$ cat src/rtl/result_readout.sv
// result_readout: reader side of the result memory.
//
// On a start request in idle, snapshots the twelve stored 2x2 results (PE, 3x3 SA and
// 2x2 SA; C11, C12, C21, C22 each). It also records which elements disagree across the
// three engines. It then streams the snapshot out as twelve tagged beats over a
// valid/ready interface, source-major (all PE, then 3x3 SA, then 2x2 SA).
//
// Ports:
//   clk, rst_readout        clock; asynchronous active-low reset
//   start                   request one frame (sampled only when idle)
//   mem_C*_PE/3by3/2by2     live result memory contents, DATA_W each
//   out_data/out_valid      beat value and valid
//   out_ready               downstream accepts beat
//   out_src                 0 = PE, 1 = 3x3 SA, 2 = 2x2 SA
//   out_idx                 0 = C11, 1 = C12, 2 = C21, 3 = C22
//   out_last                final beat of the frame
//   busy, done              frame in progress; one-cycle completion pulse
//   mismatch_mask/mismatch  per-element cross-engine disagreement, held until next capture
module result_readout #(
    parameter int unsigned DATA_W = 8,
    parameter bit          CMP_EN = 1'b1
) (
    input  logic              clk,
    input  logic              rst_readout,
    input  logic              start,
    input  logic [DATA_W-1:0] mem_C11_PE,
    input  logic [DATA_W-1:0] mem_C12_PE,
    input  logic [DATA_W-1:0] mem_C21_PE,
    input  logic [DATA_W-1:0] mem_C22_PE,
    input  logic [DATA_W-1:0] mem_C11_3by3,
    input  logic [DATA_W-1:0] mem_C12_3by3,
    input  logic [DATA_W-1:0] mem_C21_3by3,
    input  logic [DATA_W-1:0] mem_C22_3by3,
    input  logic [DATA_W-1:0] mem_C11_2by2,
    input  logic [DATA_W-1:0] mem_C12_2by2,
    input  logic [DATA_W-1:0] mem_C21_2by2,
    input  logic [DATA_W-1:0] mem_C22_2by2,
    output logic [DATA_W-1:0] out_data,
    output logic              out_valid,
    input  logic              out_ready,
    output logic [1:0]        out_src,
    output logic [1:0]        out_idx,
    output logic              out_last,
    output logic              busy,
    output logic              done,
    output logic [3:0]        mismatch_mask,
    output logic              mismatch
);

    typedef enum logic [1:0] {
        StIdle = 2'd0,
        StSend = 2'd1,
        StDone = 2'd2
    } state_e;

    state_e            r_state;
    state_e            w_state_next;
    logic [3:0]        r_cnt;
    logic [3:0]        w_cnt_next;
    logic [DATA_W-1:0] r_shadow [12];
    logic [DATA_W-1:0] w_mem [12];
    logic [3:0]        r_mask;
    logic [3:0]        w_mask;
    logic              w_capture;
    logic              w_last;

    // Flat view of the memory in beat order: index = src * 4 + idx.
    always_comb begin
        w_mem[0]  = mem_C11_PE;
        w_mem[1]  = mem_C12_PE;
        w_mem[2]  = mem_C21_PE;
        w_mem[3]  = mem_C22_PE;
        w_mem[4]  = mem_C11_3by3;
        w_mem[5]  = mem_C12_3by3;
        w_mem[6]  = mem_C21_3by3;
        w_mem[7]  = mem_C22_3by3;
        w_mem[8]  = mem_C11_2by2;
        w_mem[9]  = mem_C12_2by2;
        w_mem[10] = mem_C21_2by2;
        w_mem[11] = mem_C22_2by2;
    end

    // Element i mismatches unless all three engines agree exactly.
    always_comb begin
        w_mask = '0;
        if (CMP_EN) begin
            for (int i = 0; i < 4; i++) begin
                w_mask[i] = !((w_mem[i] == w_mem[i+4]) && (w_mem[i+4] == w_mem[i+8]));
            end
        end
    end

    assign w_capture = (r_state == StIdle) && start;
    assign w_last    = (r_cnt == 4'd11);

    // Next-state and beat counter.
    always_comb begin
        w_state_next = r_state;
        w_cnt_next   = r_cnt;
        unique case (r_state)
            StIdle: begin
                if (start) begin
                    w_state_next = StSend;
                    w_cnt_next   = 4'd0;
                end
            end
            StSend: begin
                if (out_ready) begin
                    if (w_last) begin
                        w_state_next = StDone;
                        w_cnt_next   = 4'd0;
                    end else begin
                        w_cnt_next = r_cnt + 4'd1;
                    end
                end
            end
            StDone: begin
                w_state_next = StIdle;
            end
            default: begin
                w_state_next = StIdle;
                w_cnt_next   = 4'd0;
            end
        endcase
    end

    always_ff @(posedge clk or negedge rst_readout) begin
        if (!rst_readout) begin
            r_state <= StIdle;
            r_cnt   <= 4'd0;
        end else begin
            r_state <= w_state_next;
            r_cnt   <= w_cnt_next;
        end
    end

    // Snapshot and mask change only at capture, so memory writes mid-frame are invisible.
    always_ff @(posedge clk or negedge rst_readout) begin
        if (!rst_readout) begin
            for (int i = 0; i < 12; i++) begin
                r_shadow[i] <= '0;
            end
            r_mask <= 4'd0;
        end else if (w_capture) begin
            for (int i = 0; i < 12; i++) begin
                r_shadow[i] <= w_mem[i];
            end
            r_mask <= w_mask;
        end
    end

    // Beat outputs are a pure function of the held counter, hence stable under backpressure.
    always_comb begin
        out_valid = (r_state == StSend);
        out_data  = '0;
        out_src   = 2'd0;
        out_idx   = 2'd0;
        out_last  = 1'b0;
        if (out_valid) begin
            out_data = r_shadow[r_cnt];
            out_src  = r_cnt[3:2];
            out_idx  = r_cnt[1:0];
            out_last = w_last;
        end
    end

    assign busy          = (r_state != StIdle);
    assign done          = (r_state == StDone);
    assign mismatch_mask = r_mask;
    assign mismatch      = |r_mask;

endmodule

$ cat config.mk
export PLATFORM = sky130hd
export DESIGN_NAME = result_readout
export DESIGN_NICKNAME = d
export VERILOG_FILES = /design/src/rtl/result_readout.sv
export SDC_FILE = /design/constraint.sdc
export NUM_CORES = 1
export LEC_CHECK = 0
export CAP_MARGIN = 15
export CORE_AREA = 3 3 82 161
export CTS_CLUSTER_DIAMETER = 50
export DETAILED_ROUTE_END_ITERATION = 6
export DIE_AREA = 0 0 85 164
export DONT_BUFFER_PORTS = 1
export PLACE_DENSITY = 0.68
export SLEW_MARGIN = 30
export SYNTH_ARGS = -nofsm -noshare
export SYNTH_HDL_FRONTEND = slang
export SYNTH_SLANG_ARGS = --single-unit
export TNS_END_PERCENT = 20
$ cat constraint.sdc
create_clock -name clk -period 3.7 [get_ports clk]
set_input_delay 0.185 -clock clk [delete_from_list [all_inputs] [get_ports clk]]
set_output_delay 0.185 -clock clk [all_outputs]
set_load 0.05 [all_outputs]
* After elaboration in Yosys (flattened, before gate mapping)
Index checks and enable logic that the tools add are counted.
** Storage, ports and cells
- Input port bits :: 100
- Output and inout port bits :: 21
- Word-level logic and storage cells :: 62
- Bits in registers :: 106
** Cells by class
- Bitwise logic cells :: 2
- Reductions and logical operators :: 14
- Add/subtract/negate cells :: 1
- Mux-type cells :: 15
- Equality and inequality tests :: 14
- $lt $le $gt $ge :: 1
** Operator list (count)
- == test 8 bit :: 8
- binary-select mux 8 bit (select 4 bit) :: 1
- 2-to-1 mux 8 bit :: 3
- 2-to-1 mux 4 bit :: 3
- one-hot mux 4 bit (3 select lines) :: 1
- 2-to-1 mux 2 bit :: 5
- AND reduction 3 bit :: 2
- greater-or-equal comparator 5 bit (second input constant) :: 1
- logical AND 1 bit :: 5
- inverter 4 -> 5 bit :: 1
- adder 4 x 1 -> 4 bit (second input constant) :: 1
- == test 4 bit (second input constant) :: 1
- zero test 1 bit :: 4
- inequality test 2 x 1 -> 1 bit (second input constant) :: 2
- one-hot mux 2 bit (2 select lines) :: 1
- OR reduction 4 bit :: 1
- == test 2 x 1 -> 1 bit (second input constant) :: 1
- == test 2 bit (second input constant) :: 1
- zero test 2 bit :: 1
- inequality test 2 bit (second input constant) :: 1
- nonzero test 2 bit :: 1
- 2-to-1 mux 1 bit :: 1
- inverter 1 bit :: 1

* Logic depth before layout (Yosys ltp)
Gate-level depths: netlist (run 1).
- Depth after elaboration :: 5
- Mapped depth :: 6

* Least setup slack after synthesis (run 1)
No wires, ideal clock.
- Path kind :: register -> output
- From :: register r_cnt[0]
- To :: output port out_data[0]
- Data required time :: 3.515 ns
- Stages on the path, launching flop included :: 7
- Data arrival time :: 1.805 ns
- Path slack :: 1.710 ns
- Cells stage by stage :: dfrtp_1 -> buf_6 -> buf_12 -> mux4_2 -> mux2i_1 -> a2bb2oi_1 -> nor2_1
** On the way
- Cells in the longest elaborated chain, start to end :: 5
** RTL lines
- start: declaration :: line 58 : logic [3:0] r_cnt;
- start signal: assignment :: line 133 : r_cnt <= w_cnt_next;
- inverter 4 -> 5 bit (not written as such) :: line 160 : out_data = r_shadow[r_cnt];
- binary-select mux 8 bit (select 4 bit) :: line 160
- 2-to-1 mux 8 bit (not written as such) (2 in series) :: line 160
- 2-to-1 mux 8 bit :: line 159 : if (out_valid) begin
- end: declaration :: line 38 : output logic [DATA_W-1:0] out_data,
No other way between the ends. The select of a mux whose other input is x is not followed.

* Final worst setup path (run 1)
- From :: register r_state[1]
- To :: output port out_src[0]
** On the way
- Cells in the longest elaborated chain, start to end :: 2
** RTL lines
- start: declaration :: line 56 : state_e r_state;
- start signal: assignment :: line 129 : r_state <= StIdle;
- start signal: assignment :: line 132 : r_state <= w_state_next;
- == test 2 x 1 -> 1 bit :: line 154 : out_valid = (r_state == StSend);
- via out_valid :: line 39 : output logic out_valid,
- 2-to-1 mux 2 bit :: line 159
- end: declaration :: line 41 : output logic [1:0] out_src,
The timed path passes the listed nets, and every way through them passes these cells.

==> results of run 1 <==
==> metal layers <==
metal / wire length, um / vias up / share of wire, %
li1: - / 1747 / -
met1: 5170 / 1946 / 35
met2: 8080 / 127 / 55
met3: 688 / 32 / 4.7
met4: 701 / 0 / 4.8
met5: 0 / - / 0
==> power by group through the flow <==
stage / Clock, W / Combinational [W] / Sequential, W
finish: 0.000948 / 0.00260 / 0.00213
global route: 0.00101 / 0.00278 / 0.00219
CTS: 0.000967 / 0.00261 / 0.00212
floorplan: 0 / 0.00209 / 0.00199
global placement: 0 / 0.00243 / 0.00210
detailed placement: 0 / 0.00249 / 0.00214
==> worst max-delay path, cell delays in order (launching register included) <==
cell and delay [ns]:
sky130_fd_sc_hd__dfrtp_1 0.46, sky130_fd_sc_hd__nand2b_1 0.49, sky130_fd_sc_hd__inv_1 0.61, sky130_fd_sc_hd__and2_1 0.56
==> state kept, by name, summed over array words and instances, names as in the netlist <==
| register | count |
|---|---|
| r_state | 2 |
| r_cnt | 4 |
| mismatch_mask | 4 |
| r_shadow | 96 |
==> cell families (layout without fill, tap and decap cells) <==
logic type / after synthesis / in the layout
flops: 106 / 106
fa+ha+maj: 1 / 1
buf+inv: 24 / 132
mux: 128 / 128
simple gates: 104 / 104
compound gates: 38 / 38
==> through the flow <==
stage	worst slack, ns	instance area, um2	hold WS (ns)	std cells
after CTS	1.05	6800	0.0000243	652
after global routing	0.981	6840	0.00633	656
after floorplan	1.71	5380	-0.111	401
after detailed placement	1.30	5540	-0.108	542
final	1.06	6840	0.0201	656
after global placement	1.38	5540	-0.106	542
==> final timing paths <==
kind,slack (ns),endpoint,start
max,1.06,out_src[0],r_state[1]
min in group asynchronous,0.52,r_cnt[0],rst_readout
max reg2reg,1.28,r_cnt[3],r_state[1]
min,0.02,r_shadow[95],mem_C11_PE[7]
min reg2reg,0.50,r_shadow[39],r_shadow[39]
max in group asynchronous,2.81,mismatch_mask[0],rst_readout
==> cell type report <==
cell class              instances  area (um2)
fillers                       981        5350
flip-flops and latches        106        2650
multi-input cells             271        2580
repair buffers                114        1120
clock buffers                  11         253
well taps                     147         184
clock inverters                 5        45.0
inverters                       2        7.51
==> cell usage in the layout (no fill, tap or decap), types with 2 or more instances in the layout <==
cell type,count
sky130_fd_sc_hd__mux2_2,96
sky130_fd_sc_hd__clkbuf_8,2
sky130_fd_sc_hd__dlygate4sd3_1,97
sky130_fd_sc_hd__and2_1,4
sky130_fd_sc_hd__nor4_1,4
sky130_fd_sc_hd__inv_6,2
sky130_fd_sc_hd__dfrtp_1,106
sky130_fd_sc_hd__clkbuf_16,9
sky130_fd_sc_hd__o21ai_0,4
sky130_fd_sc_hd__or2_2,2
sky130_fd_sc_hd__mux4_2,14
sky130_fd_sc_hd__mux4_1,10
sky130_fd_sc_hd__a21oi_1,4
sky130_fd_sc_hd__buf_4,16
sky130_fd_sc_hd__nor3_1,33
sky130_fd_sc_hd__mux2i_1,8
sky130_fd_sc_hd__nand2_1,5
sky130_fd_sc_hd__inv_1,2
sky130_fd_sc_hd__a2bb2oi_1,8
sky130_fd_sc_hd__nor2_1,17
sky130_fd_sc_hd__o22ai_1,16
sky130_fd_sc_hd__and3_1,32
==> impl_metrics.toml, run 1 <==
[outcome]
run_status = "complete, no violations"

[clocking]
clock_latency_ns = 0.34
cts.sink_count = 106
postCtsSetupBuffers = 0
numCtsBuffers = 9
clock_tree.htree_level_count = 3
cts_root_buf = "sky130_fd_sc_hd__clkbuf_16"
cts_buffer_depth = 2
clk_pin_slew_worst_paths_ns = 0.07
cts_tree = "done"
number_of_cells_upsized_or_downsized_after_cts = 0
hold_buffers = 94

[pwr]
powerDensity_mw_per_mm2 = 830
switching_share_pct = 38.1
power.static_leakage_nw = 2.91
power.combinational.fraction_pct = 45.7
peakVddDrop_v = 0.000547
power.total_w = 0.00568
power.share.clock_pct = 16.7
p_int_w = 0.00351
power.sequential.fraction_pct = 37.6
power.net_switching_w = 0.00216

[logic_synthesis]
compound_cell_area_share_of_the_yosys_netlist_pct = 4.79
synthDistinctLibCells = 35
post_synth_inst_count = 401
synthTopCellsByArea = "sky130_fd_sc_hd__dfrtp_1, sky130_fd_sc_hd__mux2_2, sky130_fd_sc_hd__mux4_2"
post_synth_and_or_nand_nor_area_fraction_pct = 10.5
synth.yosys.seq_area_share_pct = 49.3
synth_adder_area_share_pct = 0.233
synthesis.area_mm2 = 0.00538
mappedNetlistNets = 502
synth.largest_area_cell = "sky130_fd_sc_hd__dfrtp_1"
ys_warn_count = 0
multiplexer_share_of_the_synthesized_area_pct = 32.3
ys_ff_latch = 106
number_of_enable_type_register_cells_in_the_synthesized_netlist = 0
synthesis.area_per_instance_um2 = 13.4
synth.cells.most_frequent = "sky130_fd_sc_hd__dfrtp_1, sky130_fd_sc_hd__mux2_2, sky130_fd_sc_hd__nor3_1"
fraction_of_synthesis_flops_using_an_asynchronous_set_or_reset_pin_pct = 100
yosysMostFrequentCell = "sky130_fd_sc_hd__dfrtp_1"
synthXorXnorAreaFrac_pct = 0
yosys.area.top_type_share_pct = 49.3
postSynth.topFlopCell = "sky130_fd_sc_hd__dfrtp_1"
main_combinational_cell_family_by_area_after_synthesis = "multiplexers"

[sta]
finalClockSkew_ns = 0.0117
setup_total_negative_slack_ns = 0
finalMaxSlewViolations = 0
fmaxAchievable_mhz = 379
timing_hold_violations_final = 0
timing_worst_slew_pin_value_ns = 0.924
min_period_ns = 2.64
rsz0062_at_grt = "no"
finalCritPeriodShare_pct = 71.3
timing.max_slew.rel_slack_pct = 38.3
setup_viol = 0

[worst_setup_path]
critical_path_class = "reg -> out"
critical_path.max_fanout = 12
timing.reg2reg.worst_path_depth = 4
arrival_ns = 2.45
cp-end-kind = "output port"
critical_path_required_ns = 3.51
timing.critical_path.from_type = "flop"

[route]
initialDrtViolationCount = 254
ant_nets = 0
routed_wire_length_um = 14600
route.vias.total = 3852
remaining_drc_errors = 0
drtPass1Iterations = 5
routedWlPerCell_um = 22.3
detail_route.vias_per_cell = 5.87

[floorplanning]
floorplan.die.width_um = 85
core_mm2 = 0.0122
die_y_um = 164
io_pins = 121
initial_core_util_pct = 44.1
num_rows = 57
fp.dieArea_mm2 = 0.0139

[grt]
gr_overflow_total = 0
antenna_found_initial = 0
use_met1_pct = 22.9
globalRouteMet2Util_pct = 38.5
use_met3_pct = 4.47
grt_pass1_vias = 4234
grt_usage_pct = 21.4
largest_net_degree_at_the_start_of_global_routing = 107
grt_first_pass_wirelength_um = 22500
grt_busiest_layer = "met2"

[cells_and_area]
syn2layout_area_growth_pct = 27.2
fin_nets = 605
drive_above_1_share_pct = 29.1
antenna_cells = 0
final_core_density_pct = 56.1

[min_path]
worst_hold_path_type = "in -> reg"
hold_depth = 1

[place]
io_buffer_count = 0
rd_place_congestion = 0.794
hpwlAfterDp_um = 9890

[job]
drv.max_cap_violation_count = 0
Power figures use the tool's default switching activity.
==> run 2, diff against run 1 <==
ABC_AREA = 1   (was not set)
CORE_AREA = 3 3 86 169   (was 3 3 82 161)
DIE_AREA = 0 0 89 172   (was 0 0 85 164)
clock period = 2.75 ns   (was 3.7 ns; I/O delays follow)
==> run 2 against run 1 <==
Cell count up 71%. Sequential cell count unchanged. Combinational power up 43%. Critical path type unchanged. Critical endpoint is now out_data[1]. Largest cell class unchanged.
==> impl_metrics.toml, run 2 <==
[logic_synthesis]
synthTopCellsByArea = "sky130_fd_sc_hd__dfrtp_1, sky130_fd_sc_hd__nand2_1, sky130_fd_sc_hd__o21ai_0"
postSynth.topFlopCell = "sky130_fd_sc_hd__dfrtp_1"
post_synth_inst_count = 868
yosysMostFrequentCell = "sky130_fd_sc_hd__nand2_1"
mappedNetlistNets = 969
synth.cells.most_frequent = "sky130_fd_sc_hd__nand2_1, sky130_fd_sc_hd__inv_1, sky130_fd_sc_hd__o21ai_0"
synth.largest_area_cell = "sky130_fd_sc_hd__dfrtp_1"
synthDistinctLibCells = 24
synthesis.area_mm2 = 0.00596
synth.yosys.seq_area_share_pct = 44.5
number_of_enable_type_register_cells_in_the_synthesized_netlist = 0
fraction_of_synthesis_flops_using_an_asynchronous_set_or_reset_pin_pct = 100
yosys.area.top_type_share_pct = 44.5
ys_warn_count = 0
synthesis.area_per_instance_um2 = 6.86
ys_ff_latch = 106

[worst_setup_path]
timing.critical_path.slowest_stage_cell = "sky130_fd_sc_hd__buf_4"
setup.worst_path.end = "out_data[1]"
reg2reg_setup_slack_ns = 0.82
critical_path_class = "reg -> out"
timing.reg2reg.worst_path_depth = 6
cp-end-kind = "output port"
critical_path_required_ns = 2.61
startpoint = "r_cnt[0]"
path_cells = "buf_4, nor2_1, nor2_1, o21ai_0, o21ai_1, nand2_1, a21oi_1, buf_4"
rr_endpoint = "r_shadow[0]"
timing.critical_path.from_type = "flop"
critical_path.max_fanout = 54
crit_path_max_incr_delay_ns = 0.45
arrival_ns = 2.26
critical_path.reg2reg.startpoint = "r_state[0]"

[clocking]
cts_root_buf = "sky130_fd_sc_hd__clkbuf_16"
number_of_cells_upsized_or_downsized_after_cts = 0
clk_pin_slew_worst_paths_ns = 0.07
numCtsBuffers = 9
cts_buffer_depth = 2
clock_latency_ns = 0.35
cts.sink_count = 106
clock_tree.htree_level_count = 3
cts_tree = "done"

[job]
drv.max_cap_violation_count = 0

[sta]
timing_worst_slew_pin_value_ns = 0.685
finalClockSkew_ns = 0.00409
finalMaxSlewViolations = 0
finalHoldWorstSlack_ns = 0.00546
timing.max_slew.rel_slack_pct = 54.4
min_period_ns = 2.40
finalCritPeriodShare_pct = 87.2
setup_viol = 0
setup_total_negative_slack_ns = 0
fmaxAchievable_mhz = 417
rsz0062_at_grt = "no"
timing_hold_violations_final = 0

[place]
rd_place_congestion = 0.917
hpwlAfterDp_um = 13600
dpl_cell_area_mm2 = 0.00612
io_buffer_count = 0

[pwr]
peakVddDrop_v = 0.000598
powerDensity_mw_per_mm2 = 1060
power.static_leakage_nw = 3.75

[cells_and_area]
fin_area_mm2 = 0.00740
n_fill_cell = 1283
antenna_cells = 0
most_common_cell_after_layout_fill_and_taps_aside = "sky130_fd_sc_hd__nand2_1"
fin_nets = 1061
registers.top_by_ff_count = "r_shadow"
drive_above_1_share_pct = 5.18
seqCellArea_mm2 = 0.00265
syn2layout_area_growth_pct = 24.2
mostFrequentLayoutCells = "sky130_fd_sc_hd__nand2_1, sky130_fd_sc_hd__inv_1, sky130_fd_sc_hd__o21ai_0, sky130_fd_sc_hd__dfrtp_1, sky130_fd_sc_hd__dlygate4sd3_1"
multi_input_comb_area_mm2 = 0.00264
largest_reg_flops = 96

[floorplanning]
floorplan.die.width_um = 89
io_pins = 121
core_mm2 = 0.0134
initial_core_util_pct = 44.3
die_y_um = 172
fp.dieArea_mm2 = 0.0153
num_rows = 60

[grt]
grt_pass1_vias = 5971
largest_net_degree_at_the_start_of_global_routing = 107
grt_first_pass_wirelength_um = 29700
gr_overflow_total = 0
grt_usage_pct = 25.8
antenna_found_initial = 0

[route]
drtPass1Iterations = 5
routedWlPerCell_um = 16.9
detail_route.vias_per_cell = 5.20
initialDrtViolationCount = 348
route.vias.total = 5821
ant_nets = 0
routed_wire_length_um = 18900
remaining_drc_errors = 0

[min_path]
worst_hold_path_type = "in -> reg"

[outcome]
run_status = "complete, no violations"
-- run 2: changes by cell type after synthesis, sizes merged, moves of 13 or more --
cell,change
inv,+111
nand3,+71
nor3,-32
buf,+13
nand2,+312
o21ai,+110
o22ai,-16
mux2,-96
nor2,+57
mux4,-24
and3,-32
-- run 2: what timing repair did --
action,CTS,global route
buffers inserted,0,0
hold buffers,94,0
endpoints found under the hold margin,199,0
setup endpoints to repair,0,0
-- run 2: worst min-delay path by stage --
stage | from | endpoint | slack [ns] | depth (start not counted)
detailed placement | rst_readout | r_shadow[35] | -0.15 | 0
CTS | mem_C12_PE[7] | r_shadow[87] | 0.0003 | 2
global placement | rst_readout | r_shadow[35] | -0.15 | 0
floorplan | rst_readout | mismatch_mask[0] | -0.16 | 0
finish | mem_C12_PE[7] | r_shadow[87] | 0.005 | 2
global route | mem_C22_2by2[3] | r_shadow[3] | 0.04 | 2
-- run 2: layer usage --
| metal | routed length [um] | track usage (%) | vias up |
|---|---|---|---|
| li1 | - | - | 2860 |
| met3 | 930 | 4.29 | 59 |
| met1 | 6920 | 28.1 | 2715 |
| met5 | 0 | 0 | - |
| met4 | 1130 | 15.4 | 0 |
| met2 | 9920 | 45.5 | 187 |
-- run 2: cell families after synthesis --
logic type / count (synthesis) / synth area share, %
AOI/OAI and AO/OA: 126 / 10.7
xor gates and xnor gates: 13 / 1.91
buffers and inverters: 154 / 11.1
adders and majority gates: 1 / 0.210
DFF: 106 / 44.5
and+or+nand+nor: 468 / 31.6
-- run 2: worst max-delay path, delay by kind of cell (launching register included) --
family                 cells  cell delay, ns
AND/OR/NAND/NOR            3            0.26
buffers and inverters      2            0.72
flip-flops                 1            0.36
AO/OA/AOI/OAI              3            0.55
-- run 2: where the power goes --
group	total (W)	internal, W	switching, W
registers	0.00272	0.00231	0.000407
logic	0.00372	0.00120	0.00252
clock network	0.00139	0.000798	0.000595
-- run 2: through the flow --
step	util, %	setup WS [ns]	power [W]	std cells
finish	55.0	0.353	0.00783	1120
global route	55.0	0.216	0.00842	1120
CTS	55.0	0.374	0.00785	1120
detailed placement	45.5	0.772	0.00630	1010
global placement	45.5	0.771	0.00623	1010
floorplan	-	0.716	0.00529	868
-- run 2: area by class of cell --
cell class,instances,area share [%]
Clock buffer,9,3.05
Timing Repair Buffer,121,15.7
Sequential cell,106,35.9
Inverter,114,5.79
Clock inverter,7,1.25
Tap cell,155,2.62
Multi-Input combinational cell,608,35.7
==> run 3, diff against run 2 <==
CORE_AREA = 3 3 120 122   (was 3 3 86 169)
CTS_BUF_LIST = sky130_fd_sc_hd__clkbuf_4   (was not set)
DIE_AREA = 0 0 123 125   (was 0 0 89 172)
PLACE_DENSITY = 0.67   (was 0.68)
==> run 3 against run 2 <==
Setup slack lost 0.080 ns. Register-to-register slack lost 0.07 ns. Routed wire length shrank 3.4%. Count of clock-buffer cells in the layout is the same. Non-clock buffer count grew 1. Highest routed layer unchanged. Critical endpoint is now out_data[4]. Die area grew 0.44%.
==> impl_metrics.toml, run 3 (synthesis results as in run 2) <==
[sta]
timing_hold_violations_final = 0
timing_worst_slew_pin_value_ns = 0.683
setup_total_negative_slack_ns = 0
finalCritPeriodShare_pct = 90.1
fmaxAchievable_mhz = 404
finalMaxSlewViolations = 0
finalHoldWorstSlack_ns = 0.0212
finalClockSkew_ns = 0.0218
timing.max_slew.rel_slack_pct = 54.4
min_period_ns = 2.48
rsz0062_at_grt = "no"
setup_viol = 0

[route]
ant_nets = 0
route.vias.total = 5900
routedWlPerCell_um = 16.0
initialDrtViolationCount = 603
drtPass1Iterations = 6
remaining_drc_errors = 0
detail_route.vias_per_cell = 5.16
routed_wire_length_um = 18200

[clocking]
cts_tree = "done"
clock_latency_ns = 0.49
clock_tree.htree_level_count = 3
cts_root_buf = "sky130_fd_sc_hd__clkbuf_4"
clk_pin_slew_worst_paths_ns = 0.18
postCtsSetupBuffers = 0
cts_buffer_depth = 2
hold_buffers = 99
cts.sink_count = 106
number_of_cells_upsized_or_downsized_after_cts = 0
numCtsBuffers = 9

[floorplanning]
die_y_um = 125
initial_core_util_pct = 44.8
io_pins = 121
floorplan.die.width_um = 123
core_mm2 = 0.0133
fp.dieArea_mm2 = 0.0154
num_rows = 42

[worst_setup_path]
critical_path_class = "reg -> out"
cp_top_family = "flip-flops"
path_buf_inv = 2
crit_path_max_incr_delay_ns = 0.64
critical_path_required_ns = 2.61
rr_endpoint = "mismatch_mask[1]"
timing.critical_path.depth = 6
timing.critical_path.from_type = "flop"
path_cells = "buf_4, o21ai_0, o21ai_0, nand2_1, a21oi_1, buf_4"
critical_path.reg2reg.startpoint = "r_state[0]"
timing.critical_path.slowest_stage_cell = "sky130_fd_sc_hd__dfrtp_1"
reg2reg_setup_slack_ns = 0.75
critical_path.max_fanout = 28
arrival_ns = 2.34
cp-end-kind = "output port"
timing.reg2reg.worst_path_depth = 9

[min_path]
hold_depth = 5
hp-start = "mem_C12_2by2[2]"
worst_hold_path.endpoint = "mismatch_mask[1]"
worst_hold_path_type = "in -> reg"

[cells_and_area]
most_common_cell_after_layout_fill_and_taps_aside = "sky130_fd_sc_hd__nand2_1"
syn2layout_area_growth_pct = 22.7
fin_nets = 1062
registers.top_by_ff_count = "r_shadow"
mostFrequentLayoutCells = "sky130_fd_sc_hd__nand2_1, sky130_fd_sc_hd__inv_1, sky130_fd_sc_hd__o21ai_0, sky130_fd_sc_hd__dfrtp_1, sky130_fd_sc_hd__dlygate4sd3_1"
drive_above_1_share_pct = 4.76
largest_reg_flops = 96

[place]
hpwlAfterDp_um = 12400
rd_place_congestion = 0.869
io_buffer_count = 0

[outcome]
run_status = "complete, no violations"

[grt]
grt_usage_pct = 24.1
antenna_found_initial = 1
grt_first_pass_wirelength_um = 29400
gr_overflow_total = 0
grt_pass1_vias = 5953
largest_net_degree_at_the_start_of_global_routing = 130

[pwr]
power.total_w = 0.00725
power.static_leakage_nw = 3.68
powerDensity_mw_per_mm2 = 992
peakVddDrop_v = 0.00120

[job]
drv.max_cap_violation_count = 0
==> run 3: per-stage QoR <==
step	area [um2]	setup WS (ns)	instances	utilization, %
2_1_floorplan	5960	0.716	868	-
6_report	7310	0.273	1143	55.0
4_1_cts	7300	0.264	1142	54.9
3_5_place_dp	6150	0.802	1027	46.3
3_3_place_gp	6150	0.814	1027	46.3
5_1_grt	7310	0.0910	1143	55.0
==> run 3: worst max-delay path by stage <==
stage / start / to / slack [ns]
4_1_cts: r_cnt[1] / out_data[0] / 0.26
6_report: r_cnt[1] / out_data[4] / 0.27
3_3_place_gp: r_state[0] / mismatch_mask[0] / 0.81
5_1_grt: r_cnt[1] / out_data[5] / 0.09
3_5_place_dp: r_state[0] / mismatch_mask[0] / 0.80
2_1_floorplan: r_state[1] / out_data[0] / 0.72
==> run 3: metal layers <==
layer	share of wire, %	track usage, %	up-vias
met4	2.9	8.79	0
met5	0	0	-
met3	5.1	3.25	43
li1	-	-	2865
met2	48	39.5	211
met1	44	32.6	2781
==> run 3: final cells by class <==
class                   instances  area [um2]
diodes                          1        2.50
clock buffers                   9        67.6
clock inverters                 7        75.1
fillers                      1281        5990
inverters                     114         428
multi-input cells             608        2640
flip-flops and latches        106        2650
well taps                     176         220
repair buffers                122        1220
==> run 3: worst min-delay path, cell delays in order <==
cell                      delay (ns)
sky130_fd_sc_hd__nand3_1        0.06
sky130_fd_sc_hd__nand2_1        0.05
sky130_fd_sc_hd__nand4_1        0.12
sky130_fd_sc_hd__nor2_1         0.06
sky130_fd_sc_hd__nor2_1         0.07
==> run 3: power breakdown <==
| group | total (W) | switching (W) | internal (W) |
|---|---|---|---|
| Combinational | 0.00373 | 0.00252 | 0.00121 |
| Clock | 0.000850 | 0.000568 | 0.000281 |
| Sequential | 0.00266 | 0.000363 | 0.00230 |
